==> src/rtl/uart_host_ctrl.sv <==
// Bus-side controller for the uart core: TX/RX byte FIFOs, four byte-wide
// MMIO registers, a level interrupt and the initiator side of we/busy/done.
module uart_host_ctrl #(
    parameter int DEPTH = 16,
    parameter int PTR_W = $clog2(DEPTH)
) (
    input  logic       clk,
    input  logic       rst_n,
    input  logic [1:0] bus_addr,
    input  logic       bus_we,
    input  logic       bus_re,
    input  logic [7:0] bus_wdata,
    output logic [7:0] bus_rdata,
    output logic       irq,
    output logic       uart_we,
    output logic       uart_en,
    output logic [7:0] uart_data_in,
    input  logic [7:0] uart_data_out,
    input  logic       uart_tx_busy,
    input  logic       uart_tx_done,
    input  logic       uart_rx_done
);

    localparam int CNT_W = PTR_W + 1;
    localparam logic [CNT_W-1:0] FULL_CNT = CNT_W'(DEPTH);

    typedef enum logic [1:0] {
        IDLE,
        REQ,
        WAIT,
        GAP
    } tx_state_t;

    tx_state_t state;

    logic [7:0] tx_mem [DEPTH];
    logic [7:0] rx_mem [DEPTH];

    logic [PTR_W-1:0] tx_wr;
    logic [PTR_W-1:0] tx_rd;
    logic [PTR_W-1:0] rx_wr;
    logic [PTR_W-1:0] rx_rd;
    logic [CNT_W-1:0] tx_cnt;
    logic [CNT_W-1:0] rx_cnt;

    logic enable;
    logic rx_ie;
    logic tx_ie;
    logic rx_ovr;
    logic tx_ovf;

    logic sel_data;
    logic sel_status;
    logic sel_ctrl;
    logic tx_empty;
    logic tx_full;
    logic rx_empty;
    logic rx_full;
    logic tx_push;
    logic tx_pop;
    logic rx_push;
    logic rx_pop;
    logic tx_ovf_set;
    logic rx_ovr_set;
    logic [7:0] status_val;
    logic [7:0] level_val;

    function automatic logic [3:0] sat15(input logic [CNT_W-1:0] c);
        return (int'(c) >= 15) ? 4'hF : 4'(c);
    endfunction

    assign sel_data   = (bus_addr == 2'd0);
    assign sel_status = (bus_addr == 2'd1);
    assign sel_ctrl   = (bus_addr == 2'd2);

    assign tx_empty = (tx_cnt == '0);
    assign tx_full  = (tx_cnt == FULL_CNT);
    assign rx_empty = (rx_cnt == '0);
    assign rx_full  = (rx_cnt == FULL_CNT);

    // A pop in the same cycle frees a slot, so a push to a full FIFO still lands.
    assign tx_pop     = (state == IDLE) & enable & ~tx_empty;
    assign tx_push    = bus_we & sel_data & (~tx_full | tx_pop);
    assign tx_ovf_set = bus_we & sel_data & tx_full & ~tx_pop;

    assign rx_pop     = bus_re & sel_data & ~rx_empty;
    assign rx_push    = uart_rx_done & (~rx_full | rx_pop);
    assign rx_ovr_set = uart_rx_done & rx_full & ~rx_pop;

    assign status_val = {1'b0, tx_ovf, rx_ovr, (state != IDLE),
                         tx_full, tx_empty, rx_full, rx_empty};
    assign level_val  = {sat15(tx_cnt), sat15(rx_cnt)};

    assign uart_en = enable;

    assign irq = (rx_ie & ~rx_empty)
               | (tx_ie & tx_empty & (state == IDLE))
               | rx_ovr
               | tx_ovf;

    always_ff @(posedge clk) begin
        if (tx_push) begin
            tx_mem[tx_wr] <= bus_wdata;
        end
        if (rx_push) begin
            rx_mem[rx_wr] <= uart_data_out;
        end
    end

    always_ff @(posedge clk or negedge rst_n) begin
        if (!rst_n) begin
            tx_wr  <= '0;
            tx_rd  <= '0;
            tx_cnt <= '0;
        end else begin
            if (tx_push) begin
                tx_wr <= tx_wr + 1'b1;
            end
            if (tx_pop) begin
                tx_rd <= tx_rd + 1'b1;
            end
            unique case ({tx_push, tx_pop})
                2'b10:   tx_cnt <= tx_cnt + 1'b1;
                2'b01:   tx_cnt <= tx_cnt - 1'b1;
                default: tx_cnt <= tx_cnt;
            endcase
        end
    end

    always_ff @(posedge clk or negedge rst_n) begin
        if (!rst_n) begin
            rx_wr  <= '0;
            rx_rd  <= '0;
            rx_cnt <= '0;
        end else begin
            if (rx_push) begin
                rx_wr <= rx_wr + 1'b1;
            end
            if (rx_pop) begin
                rx_rd <= rx_rd + 1'b1;
            end
            unique case ({rx_push, rx_pop})
                2'b10:   rx_cnt <= rx_cnt + 1'b1;
                2'b01:   rx_cnt <= rx_cnt - 1'b1;
                default: rx_cnt <= rx_cnt;
            endcase
        end
    end

    // Register file and read port; a W1C clear never beats a same-cycle set.
    always_ff @(posedge clk or negedge rst_n) begin
        if (!rst_n) begin
            enable    <= 1'b0;
            rx_ie     <= 1'b0;
            tx_ie     <= 1'b0;
            rx_ovr    <= 1'b0;
            tx_ovf    <= 1'b0;
            bus_rdata <= 8'h00;
        end else begin
            if (bus_we && sel_ctrl) begin
                {tx_ie, rx_ie, enable} <= bus_wdata[2:0];
            end
            rx_ovr <= rx_ovr_set
                    | (rx_ovr & ~(bus_we & sel_status & bus_wdata[5]));
            tx_ovf <= tx_ovf_set
                    | (tx_ovf & ~(bus_we & sel_status & bus_wdata[6]));
            if (bus_re) begin
                unique case (bus_addr)
                    2'd0: bus_rdata <= rx_empty ? 8'h00 : rx_mem[rx_rd];
                    2'd1: bus_rdata <= status_val;
                    2'd2: bus_rdata <= {5'b0, tx_ie, rx_ie, enable};
                    2'd3: bus_rdata <= level_val;
                endcase
            end
        end
    end

    always_ff @(posedge clk or negedge rst_n) begin
        if (!rst_n) begin
            state        <= IDLE;
            uart_we      <= 1'b0;
            uart_data_in <= 8'h00;
        end else begin
            unique case (state)
                IDLE: begin
                    if (tx_pop) begin
                        state        <= REQ;
                        uart_we      <= 1'b1;
                        uart_data_in <= tx_mem[tx_rd];
                    end
                end
                REQ: begin
                    // Dropping enable before the uart accepts discards the byte.
                    if (!enable) begin
                        state   <= IDLE;
                        uart_we <= 1'b0;
                    end else if (uart_tx_busy) begin
                        state   <= WAIT;
                        uart_we <= 1'b0;
                    end
                end
                WAIT: begin
                    if (uart_tx_done) begin
                        state <= GAP;
                    end
                end
                GAP: begin
                    if (!uart_tx_busy) begin
                        state <= IDLE;
                    end
                end
            endcase
        end
    end

endmodule

==> config.mk <==
export PLATFORM = sky130hd
export DESIGN_NAME = uart_host_ctrl
export DESIGN_NICKNAME = d
export VERILOG_FILES = /design/src/rtl/uart_host_ctrl.sv
export SDC_FILE = /design/constraint.sdc
export NUM_CORES = 1
export LEC_CHECK = 0
export ABC_AREA = 1
export CAP_MARGIN = 20
export CORE_AREA = 4 4 185 187
export DETAILED_ROUTE_END_ITERATION = 12
export DIE_AREA = 0 0 189 191
export PLACE_DENSITY = 0.52
export SLEW_MARGIN = 0
export SYNTH_ARGS = -nofsm -noshare
export SYNTH_HDL_FRONTEND = slang
export SYNTH_SLANG_ARGS = --single-unit
export TNS_END_PERCENT = 5
==> constraint.sdc <==
create_clock -name clk -period 3.75 [get_ports clk]
set_clock_uncertainty 0.15 [all_clocks]
set_input_delay 0.75 -clock clk [delete_from_list [all_inputs] [get_ports clk]]
set_output_delay 0.75 -clock clk [all_outputs]
set_load 0.01 [all_outputs]
==> results_dict.tcl <==
set metrics [dict create \
    status "complete, no violations" \
    grt_util_met3_pct 2.48 \
    power_switching_mw 4.00 \
    worst_slew_pin_slew_ns 0.997 \
    path_class "reg2out" \
    drt_wl_total_um 30800 \
    h-tree-depth 2 \
    cts_resized 0 \
    nets 1179 \
    max-slew-margin-rel_pct 33.4 \
    clkLatencyLatePin_ns 0.52 \
    cts_sinks 306 \
    layout-drive-gt1-share_pct 11.3 \
    max_freq_ghz 0.315 \
    grt_pass1_wl_um 48500 \
    p_leak_nw 5.28 \
    cap_viol_max_count 0 \
    antennaDiodeCount 0 \
    cts_tree "done" \
    use_met1_pct 23.8 \
    root_buffer "clkbuf_16" \
    antenna_found_initial 0 \
    hold_buffers 0 \
    first_global_vias 8203 \
    finalSetupViolations 0 \
    die-width_um 189 \
    ir_drop_v 0.000389 \
    fillers 2960 \
    path_clk_slew_ns 0.05 \
    worstPathArrival_ns 2.28 \
    synthCells 1073 \
    cts_made_buffers 35 \
    synth_warnings 0 \
    viasPerCell 5.15 \
    port_buffers 43 \
    period_needed_ns 3.18 \
    vias 8286 \
    final_cells 1609 \
    dpl.hpwl_um 18900 \
    synth_nets 1110 \
    antenna_left 0 \
    grt_max_degree 67 \
    synth_cell_types 40 \
    grtUsageMet2_pct 28.5 \
    dp_cells 1546 \
    synth-seq-cells 306 \
    area_delta_synth_final_pct 16.6 \
    drcViolationCount 0 \
    ioPinCount 44 \
    startpoint_type "flip-flop" \
    final_util_pct 46.3 \
    grt_use_total_pct 17.3 \
    gr-total-overflow 0 \
    dieHeight_um 191 \
    finalCritPeriodShare_pct 84.7 \
    p_int_mw 7.23 \
    place_area_mm2 0.0139 \
    synth_seq_area_share_pct 69.4 \
    rsz0062_at_grt "no" \
    switching_share_pct 35.6 \
    max-clock-path-buffers 3 \
    mappedNetlistArea_mm2 0.0129 \
    hold_viol 0 \
    end_kind "primary output" \
    die_area_mm2 0.0361 \
    worstPathMaxFanout 6 \
    crit_required_ns 2.85 \
    syn_area_per_cell_um2 12.0 \
    crit_slowest_cell "clkdlybuf4s50_1" \
    seqPwrFrac_pct 38.9 \
    cts_setup_buffers 0 \
    initialDrtViolationCount 497 \
    hold_class "in2async" \
    wl_per_cell_um 19.1 \
    num_rows 66 \
    worst-path-buf-inv 1 \
    fin_setup_tns_ns 0 \
    core-area_mm2 0.0325 \
    grt-busiest-layer "met2" \
    holdWs_ns 0.171 \
    path_cells "nor2_1 -> nand3_2 -> a211oi_1 -> o31ai_1 -> clkdlybuf4s50_1" \
    final_area_mm2 0.0150 \
    dr.pass1.iters 7 \
    critical-path-max-stage-delay_ns 0.50 \
    globalplace.congestion 0.800 \
    clockPowerShare_pct 28.9 \
    drv_slew 0 \
    power_density_mw_per_mm2 747 \
    start_util_pct 39.7 \
    combPwrFrac_pct 32.2 \
    cpLargestDelayFamily "buffers and inverters" \
]
[routing by layer]
layer  up-vias  part of all wire [%]
li1       4018                     -
met1      4057                    46
met4         0                   2.5
met3        52                   4.0
met5         -                     0
met2       159                    47
[state kept, by name, summed over array words and instances (netlist names), 4 cells and up, named ones only]
register and cells:
rx_wr 4, tx_cnt 5, rx_rd 4, tx_wr 4, tx_mem 128, rx_cnt 5
tx_rd 4, bus_rdata 8, uart_data_in 8, rx_mem 128
[kinds of logic after synthesis]
family	Yosys count	share of synthesized area [%]
AND/OR/NAND/NOR	373	12.6
flip-flops	306	69.4
XOR/XNOR	19	1.29
AO/OA/AOI/OAI	259	12.0
adder cells (fa/ha/maj)	12	1.17
buffers and inverters	103	3.51
multiplexers	1	0.0874
[area by class of cell]
type,count,area (µm²),share of cell area [%]
sequential,306,8940,59.5
multi-input combinational,664,3500,23.3
clock buffer,47,962,6.40
timing repair buffer,86,761,5.06
tap,442,553,3.68
inverter,49,186,1.24
clock inverter,15,131,0.874
[through the flow]
| stage | setup slack (ns) | power, mW |
|---|---|---|
| 2_1_floorplan | 1.34 | 6.86 |
| 3_3_place_gp | 0.595 | 8.08 |
| 3_5_place_dp | 0.546 | 8.09 |
| 4_1_cts | 0.548 | 11.4 |
| 5_1_grt | 0.458 | 12.0 |
| 6_report | 0.573 | 11.2 |
[cell usage after synthesis]
cell	n	area [µm²]
nor2_1	220	826
clkbuf_2	1	5.00
inv_2	10	37.5
nand4_1	8	50.1
o21ai_2	1	8.76
inv_1	35	131
nand3_1	34	170
o41ai_1	1	8.76
dfrtp_1	50	1250
nand3_4	3	52.6
a21oi_1	18	90.1
nand2_4	3	33.8
buf_4	6	45.0
nand2_2	9	56.3
clkbuf_1	20	75.1
ha_1	12	150
clkinv_1	3	11.3
buf_2	26	130
a22oi_1	1	7.51
xor2_1	18	158
nand3_2	2	20.0
nor2_2	4	25.0
inv_4	1	6.26
nor2_8	2	40.0
o31ai_1	2	15.0
or2_1	1	6.26
o21ai_1	4	20.0
o211ai_1	38	285
o221ai_1	25	219
nand2_1	85	319
mux2_2	1	11.3
nor2_4	2	22.5
o22ai_1	11	68.8
a21oi_4	1	16.3
a31oi_1	9	56.3
edfxtp_1	256	7690
a211oi_1	4	30.0
buf_6	1	11.3
xnor2_1	1	8.76
o21ai_0	144	721
[cells in the final DEF, fill, tap and decap left out, types with 3 or more instances in the layout]
| master | synthesis | layout |
|---|---|---|
| nand2_1 | 85 | 85 |
| clkinv_2 | 0 | 4 |
| a211oi_1 | 4 | 4 |
| nand2_4 | 3 | 3 |
| ha_1 | 12 | 12 |
| inv_1 | 35 | 34 |
| a31oi_1 | 9 | 9 |
| clkbuf_16 | 0 | 36 |
| o21ai_1 | 4 | 4 |
| inv_2 | 10 | 11 |
| o22ai_1 | 11 | 11 |
| o221ai_1 | 25 | 25 |
| xor2_1 | 18 | 18 |
| clkbuf_1 | 20 | 9 |
| nand3_4 | 3 | 3 |
| nand2_2 | 9 | 9 |
| buf_4 | 6 | 42 |
| nor2_2 | 4 | 4 |
| o21ai_0 | 144 | 144 |
| clkinv_1 | 3 | 10 |
| dfrtp_1 | 50 | 48 |
| clkdlybuf4s50_1 | 0 | 42 |
| o211ai_1 | 38 | 38 |
| nand4_1 | 8 | 8 |
| a21oi_1 | 18 | 18 |
| edfxtp_1 | 256 | 256 |
| nand3_1 | 34 | 34 |
| nor2_1 | 220 | 220 |
[power groups by stage]
stage	clock network (mW)	registers, mW	logic (mW)
final	3.24	4.37	3.62
after global routing	3.48	4.42	4.09
after CTS	3.32	4.38	3.66
after detailed placement	0	4.45	3.65
after global placement	0	4.44	3.64
after floorplan	0	4.39	2.48
[final timing paths]
check                                      startpoint                           to  slack, ns  depth (start not counted)
worst max-delay path            rx_cnt[0]$_DFFE_PN0P_                          irq       0.57                          5
worst min-delay path                            rst_n  uart_data_in[5]$_DFFE_PN0P_       0.17                          1
worst max register to register   rx_rd[0]$_DFFE_PN0N_     bus_rdata[0]$_DFFE_PN0P_       1.37                          8
worst min register to register    uart_we$_DFFE_PN0P_          uart_we$_DFFE_PN0P_       0.34                          2
max in group asynchronous                       rst_n        rx_cnt[1]$_DFFE_PN0P_       2.55                          2
min in group clk                  uart_we$_DFFE_PN0P_          uart_we$_DFFE_PN0P_       0.34                          2
(Power assumes the default switching activity.)
